--- config.mk ---
export PLATFORM = sky130hd
export DESIGN_NAME = prog_sequencer_flat
export DESIGN_NICKNAME = d
export VERILOG_FILES = /design/src/rtl/seq_pkg.sv /design/src/rtl/prog_sequencer_if.sv /design/src/rtl/prog_addr_lut.sv /design/src/rtl/prog_sequencer.sv /design/src/flat_wrapper.sv
export SDC_FILE = /design/constraint.sdc
export NUM_CORES = 1
export LEC_CHECK = 0
export CAP_MARGIN = 20
export CORE_MARGIN = 4
export CORE_UTILIZATION = 51
export DETAILED_ROUTE_END_ITERATION = 6
export GPL_TIMING_DRIVEN = 0
export PLACE_DENSITY_LB_ADDON = 0.2
export SETUP_SLACK_MARGIN = 0.5
export SLEW_MARGIN = 20
export SYNTH_ARGS = -nofsm -noshare
export SYNTH_HDL_FRONTEND = slang
export SYNTH_SLANG_ARGS = --single-unit
export TNS_END_PERCENT = 100
--- constraint.sdc ---
create_clock -name clk -period 2.6 [get_ports clk]
set_input_delay 0.52 -clock clk [delete_from_list [all_inputs] [get_ports clk]]
set_output_delay 0.52 -clock clk [all_outputs]
set_load 0.02 [all_outputs]
--- src/rtl/seq_pkg.sv ---
// Shared types and program start-address table for the run sequencer.
package seq_pkg;

  typedef enum logic [1:0] {
    IDLE,
    LAUNCH,
    RUN,
    REPORT
  } seq_state_t;

  localparam int unsigned PROG_ADDR [8] = '{0, 64, 128, 0, 0, 0, 0, 0};

endpackage

--- src/rtl/prog_sequencer_if.sv ---
// Host/core-facing signal bundle of the run sequencer.
interface prog_sequencer_if #(
  parameter int D  = 12,
  parameter int PW = 3,
  parameter int CW = 16
) ();

  logic          go;
  logic          core_done;
  logic          core_start;
  logic [D-1:0]  start_address;
  logic [PW-1:0] prog_idx;
  logic [CW-1:0] cyc_count;
  logic          rpt_valid;
  logic          rpt_timeout;
  logic          busy;
  logic          all_done;

  modport master (
    output go, core_done,
    input  core_start, start_address, prog_idx, cyc_count,
    input  rpt_valid, rpt_timeout, busy, all_done
  );

  modport slave (
    input  go, core_done,
    output core_start, start_address, prog_idx, cyc_count,
    output rpt_valid, rpt_timeout, busy, all_done
  );

endinterface

--- src/rtl/prog_addr_lut.sv ---
// Combinational map from program index to program start PC.
module prog_addr_lut
  import seq_pkg::*;
#(
  parameter int D     = 12,
  parameter int NPROG = 3,
  parameter int PW    = 3
) (
  input  logic [PW-1:0] idx_i,
  output logic [D-1:0]  addr_o
);

  // Indices at or above NPROG fall through to address 0.
  always_comb begin
    addr_o = '0;
    for (int i = 0; i < NPROG; i++) begin
      if (idx_i == PW'(i)) addr_o = D'(PROG_ADDR[i]);
    end
  end

endmodule

--- src/rtl/prog_sequencer.sv ---
// Launches NPROG programs back to back on the core, timing each run with a
// watchdog and emitting one report pulse per program.
module prog_sequencer
  import seq_pkg::*;
#(
  parameter int          D         = 12,
  parameter int          NPROG     = 3,
  parameter int          PW        = 3,
  parameter int          CW        = 16,
  parameter int          START_CYC = 2,
  parameter int unsigned TIMEOUT   = 2**CW - 1
) (
  input logic             clk,
  input logic             rst_n,
  prog_sequencer_if.slave bus
);

  localparam int            LW          = (START_CYC > 1) ? $clog2(START_CYC) : 1;
  localparam logic [LW-1:0] LAUNCH_LAST = LW'(START_CYC - 1);
  localparam logic [CW-1:0] TIMEOUT_CW  = CW'(TIMEOUT);
  localparam logic [PW-1:0] LAST_IDX    = PW'(NPROG - 1);
  localparam logic [D-1:0]  ADDR_RESET  = D'(PROG_ADDR[0]);

  seq_state_t    state_q;
  logic [LW-1:0] launch_ctr_q;
  logic [PW-1:0] prog_idx_q, prog_idx_d;
  logic [CW-1:0] cyc_count_q;
  logic [CW-1:0] cyc_inc;
  logic [D-1:0]  start_address_q;
  logic [D-1:0]  lut_addr;
  logic          core_start_q;
  logic          rpt_valid_q;
  logic          rpt_timeout_q;
  logic          busy_q;
  logic          all_done_q;

  assign cyc_inc = cyc_count_q + CW'(1);

  // The address register follows the index it will hold after this edge.
  always_comb begin
    prog_idx_d = prog_idx_q;
    if (state_q == IDLE && bus.go)
      prog_idx_d = '0;
    else if (state_q == REPORT && prog_idx_q != LAST_IDX)
      prog_idx_d = prog_idx_q + PW'(1);
  end

  prog_addr_lut #(
    .D     (D),
    .NPROG (NPROG),
    .PW    (PW)
  ) u_lut (
    .idx_i  (prog_idx_d),
    .addr_o (lut_addr)
  );

  always_ff @(posedge clk or negedge rst_n) begin
    if (!rst_n) begin
      state_q         <= IDLE;
      launch_ctr_q    <= '0;
      prog_idx_q      <= '0;
      cyc_count_q     <= '0;
      start_address_q <= ADDR_RESET;
      core_start_q    <= 1'b1;
      rpt_valid_q     <= 1'b0;
      rpt_timeout_q   <= 1'b0;
      busy_q          <= 1'b0;
      all_done_q      <= 1'b0;
    end else begin
      prog_idx_q      <= prog_idx_d;
      start_address_q <= lut_addr;
      rpt_valid_q     <= 1'b0;
      rpt_timeout_q   <= 1'b0;
      case (state_q)
        IDLE: begin
          if (bus.go) begin
            cyc_count_q  <= '0;
            all_done_q   <= 1'b0;
            busy_q       <= 1'b1;
            launch_ctr_q <= '0;
            state_q      <= LAUNCH;
          end
        end
        LAUNCH: begin
          // core_done may still be high from the previous program; not looked at here.
          if (launch_ctr_q == LAUNCH_LAST) begin
            launch_ctr_q <= '0;
            core_start_q <= 1'b0;
            state_q      <= RUN;
          end else begin
            launch_ctr_q <= launch_ctr_q + LW'(1);
          end
        end
        RUN: begin
          cyc_count_q <= cyc_inc;
          if (bus.core_done || cyc_inc == TIMEOUT_CW) begin
            rpt_valid_q   <= 1'b1;
            rpt_timeout_q <= ~bus.core_done;
            core_start_q  <= 1'b1;
            state_q       <= REPORT;
          end
        end
        REPORT: begin
          if (prog_idx_q == LAST_IDX) begin
            all_done_q <= 1'b1;
            busy_q     <= 1'b0;
            state_q    <= IDLE;
          end else begin
            cyc_count_q  <= '0;
            launch_ctr_q <= '0;
            state_q      <= LAUNCH;
          end
        end
        default: state_q <= IDLE;
      endcase
    end
  end

  assign bus.core_start    = core_start_q;
  assign bus.start_address = start_address_q;
  assign bus.prog_idx      = prog_idx_q;
  assign bus.cyc_count     = cyc_count_q;
  assign bus.rpt_valid     = rpt_valid_q;
  assign bus.rpt_timeout   = rpt_timeout_q;
  assign bus.busy          = busy_q;
  assign bus.all_done      = all_done_q;

endmodule

--- src/flat_wrapper.sv ---
// flat-port wrapper written by rule: the top's interface ports become plain ports
module prog_sequencer_flat import seq_pkg::*;
#(
  parameter int          D         = 12,
  parameter int          NPROG     = 3,
  parameter int          PW        = 3,
  parameter int          CW        = 16,
  parameter int          START_CYC = 2,
  parameter int unsigned TIMEOUT   = 2**CW - 1
)
  (clk, rst_n, bus_go, bus_core_done, bus_core_start, bus_start_address, bus_prog_idx, bus_cyc_count, bus_rpt_valid, bus_rpt_timeout, bus_busy, bus_all_done);
  prog_sequencer_if #(.D(D), .PW(PW), .CW(CW)) bus_i ();
  input logic clk;
  input logic rst_n;
  input wire logic [$bits(bus_i.go)-1:0] bus_go;
  input wire logic [$bits(bus_i.core_done)-1:0] bus_core_done;
  output wire logic [$bits(bus_i.core_start)-1:0] bus_core_start;
  output wire logic [$bits(bus_i.start_address)-1:0] bus_start_address;
  output wire logic [$bits(bus_i.prog_idx)-1:0] bus_prog_idx;
  output wire logic [$bits(bus_i.cyc_count)-1:0] bus_cyc_count;
  output wire logic [$bits(bus_i.rpt_valid)-1:0] bus_rpt_valid;
  output wire logic [$bits(bus_i.rpt_timeout)-1:0] bus_rpt_timeout;
  output wire logic [$bits(bus_i.busy)-1:0] bus_busy;
  output wire logic [$bits(bus_i.all_done)-1:0] bus_all_done;
  assign bus_i.go = bus_go;
  assign bus_i.core_done = bus_core_done;
  assign bus_core_start = bus_i.core_start;
  assign bus_start_address = bus_i.start_address;
  assign bus_prog_idx = bus_i.prog_idx;
  assign bus_cyc_count = bus_i.cyc_count;
  assign bus_rpt_valid = bus_i.rpt_valid;
  assign bus_rpt_timeout = bus_i.rpt_timeout;
  assign bus_busy = bus_i.busy;
  assign bus_all_done = bus_i.all_done;
  prog_sequencer #(.D(D), .NPROG(NPROG), .PW(PW), .CW(CW), .START_CYC(START_CYC), .TIMEOUT(TIMEOUT)) u_core (.clk(clk), .rst_n(rst_n), .bus(bus_i));
endmodule
======== Yosys cells after proc, flatten, opt, wreduce, memory -nomap -nowiden ========
Cells that the tools add are included.
operators by class
  $add $sub $neg .......................... 3
  equality and inequality tests ........... 13
  mux-type cells .......................... 28
  bitwise gates (word level) .............. 1
  reductions and logical operators ........ 13
operators by type and width
  operator                                                         number
  16-bit one-hot mux with 3 select lines                           1
  16-bit 2-to-1 mux                                                2
  16-bit by 1-bit adder with 16-bit output, second input constant  1
  16-bit == test, second input constant                            1
  3-bit AND reduction                                              5
  1-bit 2-to-1 mux                                                 13
  12-bit 2-to-1 mux                                                1
  2-bit one-hot mux with 4 select lines                            1
  7-bit 2-to-1 mux                                                 1
  3-bit by 2-bit == test with 1-bit output, second input constant  2
  2-bit 2-to-1 mux                                                 3
  3-bit 2-to-1 mux                                                 2
  2-bit != test, second input constant                             3
  1-bit one-hot mux with 2 select lines                            3
  3-bit nonzero test                                               2
  2-bit == test, second input constant                             2
  2-bit by 1-bit != test with 1-bit output, second input constant  2
  2-bit nonzero test                                               2
  3-bit by 1-bit adder with 3-bit output, second input constant    1
  3-bit by 1-bit == test with 1-bit output, second input constant  1
  3-bit by 2-bit != test with 1-bit output, second input constant  1
  1-bit one-hot mux with 3 select lines                            1
  2-bit by 1-bit == test with 1-bit output, second input constant  1
  1-bit logical AND                                                2
  other kinds (4)                                                  4
storage, ports and cells
  register bits after elaboration ......... 39
  input bits .............................. 4
  word-level logic and storage cells ...... 68

======== Logic depth before layout (Yosys ltp) ========
  word-level depth ........................ 7
  depth in mapped cells ................... 10

======== By module ========
Synthesis repeated with hierarchy kept, for this count alone.
second synthesis, totals
  cell total of the unflattened synthesis .. 203
  area, all modules ....................... 2043.2 µm²
modules (own cells, without submodules)
  module          times used  cells each  area an instance (µm²)  seq. area each (µm²)
  prog_sequencer  1           190         1949.4                  977.2
  prog_addr_lut   1           13          93.8                    0.0

======== Worst setup path after synthesis ========
No wires, ideal clock.
  path kind ............................... flip-flop to flip-flop
  start ................................... register u_core.cyc_count_q[0], in the netlist u_core.bus.cyc_count[0]
  end ..................................... register u_core.state_q[0]
  setup time .............................. 120 ps
  arrival ................................. 2406 ps
  required time ........................... 2480 ps
  path slack .............................. 74 ps
  stages on the path, launching flop included .. 8
  buffers on the path ..................... 0
  clock period less this slack ............ 2526 ps
  path through ............................ dfrtp_1 -> ha_1 -> and3_4 -> nand3_1 -> or3b_1 -> a2111o_1 -> o31a_1 -> o211a_1
between the ends
  cells in the longest elaborated chain, start to end .. 5
RTL lines
  element                                                    RTL line               RTL
  start: declaration                                         prog_sequencer.sv:27   logic [CW-1:0] cyc_count_q;
  start signal: assignment                                   prog_sequencer.sv:95   cyc_count_q <= cyc_inc;
  16-bit by 1-bit adder with 16-bit output                   prog_sequencer.sv:37   assign cyc_inc = cyc_count_q + CW'(1);
  16-bit == test                                             prog_sequencer.sv:96   if (bus.core_done || cyc_inc == TIMEOUT_CW) begin
  1-bit logical OR                                           prog_sequencer.sv:96
  2-bit by 1-bit != test with 1-bit output (no source line)  n/a
  3-bit AND reduction (no source line)                       n/a
  end signal: assignment                                     prog_sequencer.sv:100  state_q <= REPORT;
  end signal: assignment                                     prog_sequencer.sv:107  state_q <= IDLE;
  end signal: assignment                                     prog_sequencer.sv:111  state_q <= LAUNCH;
  end: declaration                                           prog_sequencer.sv:24   seq_state_t state_q;
Every way passes these cells.
A chain may end at the register's enable or synchronous reset.

======== Worst setup path after layout ========
Same ends and word-level chain as after synthesis.

==> results.json <==
{
  "status": "complete, no violations",
  "finClkSkew_ns": 0.008147,
  "slew_headroom_pct": 56.26,
  "drt-initial-drc-count": 198,
  "chipHeight_um": 69.13,
  "max_freq_mhz": 430.2,
  "switchingPower_w": 0.0009596,
  "cellInternalPower_w": 0.001306,
  "fin_cells": 338,
  "final_cell_area_um2": 2716,
  "crit_path_top_delay_cell": "a2111o_1",
  "met1_usage_pct": 25.30,
  "diodes": 0,
  "grt.total_usage_pct": 22.27,
  "hold_path_class": "input pin to async pin",
  "ff2ff_path_depth": 7,
  "crit_end": "u_core.state_q[0]",
  "vias_per_cell": 5.769,
  "placed_cells": 305,
  "dieArea_um2": 4778,
  "r2r_end": "u_core.state_q[0]",
  "die_x_um": 69.13,
  "power.leakage_nw": 1.188,
  "syn_area_um2": 1906,
  "layout-drive-gt1-share_pct": 26.71,
  "firstDrtPassIters": 4,
  "htree_levels": 2,
  "synth.yosys.warnings": 0,
  "numCtsBuffers": 5,
  "cts-root-buf": "clkbuf_8",
  "clkLatencyLatePin_ns": 0.29,
  "cp-start-kind": "flip-flop",
  "synth_edf_count": 0,
  "grt_pass1_wl_um": 8569,
  "cts.path.max_buffers": 2,
  "dpl_cell_area_um2": 2307,
  "ant_nets": 0,
  "setup.worst_path.end_class": "flip-flop",
  "cap_violations": 0,
  "crit_required_ns": 2.77,
  "routed_wl_um": 5427,
  "swShare_pct": 42.35,
  "grt.busiest_layer": "met2",
  "clkPwrFrac_pct": 17.0,
  "cts_tree": "done",
  "cp_num_buf_inv": 0,
  "p_comb_share_pct": 55.5,
  "period_needed_ns": 2.325,
  "seq_area_frac_synth_pct": 38.15,
  "wl_per_cell_um": 16.06,
  "grt_pass1_vias": 1847,
  "drcViolationCount": 0,
  "io_buffers": 29,
  "coreArea_um2": 3468,
  "ys_top_cells_by_area": "dfrtp_1 (37%), ha_1 (5.9%), nand2_1 (5.7%), o21ai_0 (4.5%), a21oi_1 (3.9%)",
  "arrival_ns": 2.50,
  "setup_viol": 0,
  "ys_types": 53,
  "nNetsFinal": 304,
  "grt_start_max_net_pins": 30,
  "period_share_pct": 89.41,
  "r2r_setup_slack_ns": 0.28,
  "dpl.hpwl_um": 3127,
  "num_rows": 21,
  "synth_top_area_share_pct": 36.77,
  "gr-usage-met3_pct": 5.959,
  "crit_family": "compound AO/OA/AOI/OAI gates",
  "initial_core_util_pct": 54.94,
  "met2_usage_pct": 38.45,
  "crit_path_max_fanout": 4,
  "syn2layout_area_growth_pct": 42.55,
  "rsz0062_at_grt": "true",
  "synth-main-ff-cell": "dfrtp_1",
  "worst_slew_pin_slew_ns": 0.6561,
  "ys_ff_latch": 29,
  "finish.utilization_pct": 78.32,
  "critical_path_depth": 7,
  "grt_antenna_before_repair": 0,
  "ctsHoldBuffers": 0,
  "synthCells": 221,
  "vdd_drop_max_v": 0.0007565,
  "powerDensity_nw_per_um2": 834.2,
  "io_pins": 40,
  "num_vias": 1950,
  "slowest_delay_ns": 0.48,
  "clk_pin_slew_ns": 0.06,
  "hold_viol": 0,
  "place_congestion": 0.8477,
  "async_flop_share_pct": 100.0,
  "startpoint": "u_core.bus.cyc_count[0]",
  "pwr-share-seq_pct": 27.4,
  "grt_overflow": 0,
  "critPathKind": "flip-flop to flip-flop",
  "synth.largest_area_cell": "dfrtp_1",
  "avgSynthCellArea_um2": 8.623,
  "clock-sinks": 29,
  "crit_chain": "ha_4 -> and3_4 -> nand3_4 -> or3b_1 -> a2111o_1 -> o31a_1 -> o211a_1",
  "slew_viol_final": 0,
  "r2r-start": "u_core.bus.cyc_count[0]"
}
layer usage:
metal | part of all wire (%) | wire length [um]
met1 | 41 | 2210
met2 | 51 | 2742
met3 | 6.5 | 354
met4 | 2.2 | 120
met5 | 0 | 0
kinds of logic (layout without fill, tap and decap cells):
logic type	count (synthesis)	count (layout)	synth area share (%)
muxes	1	1	0.5253
adders and majority gates	9	9	5.909
buffers and inverters	27	89	7.354
AOI/OAI and AO/OA	63	63	21.21
and+or+nand+nor	87	87	24.82
DFF	29	29	38.15
other	1	10	0.1968
xor gates and xnor gates	4	4	1.839
Yosys cell counts (all sizes together) (2+ instances only):
cell type and n:
and2 8, nand3b 3, a21oi 15, xnor2 2, clkbuf 6, nor2 8, o211a 2, o21ai 17
dfrtp 28, o22ai 5, nor3 2, nand2 29, ha 9, nand2b 5, a21o 2, nand3 10
o41ai 2, nand4 3, nor4 3, inv 10, nand4b 2, o31ai 10, buf 11, o311ai 2
and3 4, xor2 2, or3 3
how the worst min path moves through the flow:
stage	from	end	slack, ns	depth (start not counted)
2_1_floorplan	rst_n	u_core.bus.all_done	0.22	0
3_3_place_gp	u_core.bus.core_start	u_core.bus.core_start	0.46	2
3_5_place_dp	u_core.bus.core_start	u_core.bus.core_start	0.46	2
4_1_cts	rst_n	u_core.bus.cyc_count[12]	0.28	1
5_1_grt	rst_n	u_core.bus.cyc_count[3]	0.30	1
6_report	rst_n	u_core.bus.cyc_count[3]	0.26	1
cells in the final DEF (no fill, tap or decap), types with 2 or more instances in the layout:
cell / synthesis / routed
buf_4: 10 / 33
nor4_1: 3 / 2
nand4_1: 3 / 3
clkbuf_8: 0 / 6
o21ai_0: 17 / 13
nor2_1: 8 / 8
xnor2_1: 2 / 2
buf_6: 0 / 3
a21oi_1: 15 / 15
o41ai_1: 2 / 2
nand2b_1: 5 / 4
inv_1: 10 / 7
o21ai_1: 0 / 4
clkbuf_1: 6 / 3
o31ai_1: 10 / 8
clkdlybuf4s50_1: 0 / 27
nand2_1: 29 / 28
nand3_1: 10 / 9
dfrtp_2: 0 / 8
clkbuf_2: 0 / 3
and2_1: 5 / 5
dfrtp_1: 28 / 20
and3_1: 2 / 2
xor2_1: 2 / 2
nand3b_1: 3 / 3
nor3_1: 2 / 2
ha_1: 9 / 7
ha_4: 0 / 2
and2_0: 2 / 2
conb_1: 1 / 10
inv_2: 0 / 3
o22ai_1: 5 / 3
a21o_1: 2 / 2
o211a_1: 2 / 2
nand4b_1: 2 / 2
final cells by class:
type                            count  area [um^2]
Multi-Input combinational cell    174         1187
Timing Repair Buffer               54        483.0
Buffer                             17        123.9
Tap cell                           46        57.56
Clock buffer                        8        90.09
Fill cell                         242        752.0
Inverter                           10        37.54
Sequential cell                    29        737.0
worst reg2reg max path, cell delays in order, from the launching register on:
cell and delay [ns]:
dfrtp_2 0.40, ha_4 0.15, and3_4 0.19, nand3_4 0.07, or3b_1 0.36, a2111o_1 0.48
o31a_1 0.36, o211a_1 0.21
power groups by stage:
| stage | registers, W | logic (W) | clock network, W |
|---|---|---|---|
| 2_1_floorplan | 0.000711 | 0.000593 | 0 |
| 6_report | 0.000621 | 0.00126 | 0.000386 |
| 3_5_place_dp | 0.000646 | 0.000967 | 0 |
| 3_3_place_gp | 0.000641 | 0.000948 | 0 |
| 5_1_grt | 0.000633 | 0.00137 | 0.000413 |
| 4_1_cts | 0.000619 | 0.00116 | 0.000391 |
flip-flops by register name (all words and copies together), names as in the netlist:
signal and cells:
u_core.launch_ctr_q 1, u_core.bus.busy 1, u_core.bus.prog_idx 3, u_core.bus.start_address 2, u_core.state_q 2, u_core.bus.core_start 1, u_core.bus.rpt_valid 1, u_core.bus.rpt_timeout 1
u_core.bus.cyc_count 16, u_core.bus.all_done 1
metrics by stage:
stage	total power [W]	hold WS (ns)	setup slack (ns)	TNS, ns
final	0.002266	0.2597	0.2753	0
after global routing	0.002419	0.2961	0.1945	0
after CTS	0.002172	0.2812	0.3418	0
after detailed placement	0.001614	0.4647	-0.2208	-1.605
after global placement	0.001589	0.4638	-0.1923	-1.403
after floorplan	0.001304	0.2244	0.2422	0
timing repair:
item	4_1_cts	5_1_grt
hold endpoints to repair	0	0
resized for setup	22	22
setup buffers	16	8
pin swaps	9	7
gates cloned	1	0
endpoints found under the setup margin	21	19
Note: power is estimated with default switching activity, not from simulation.
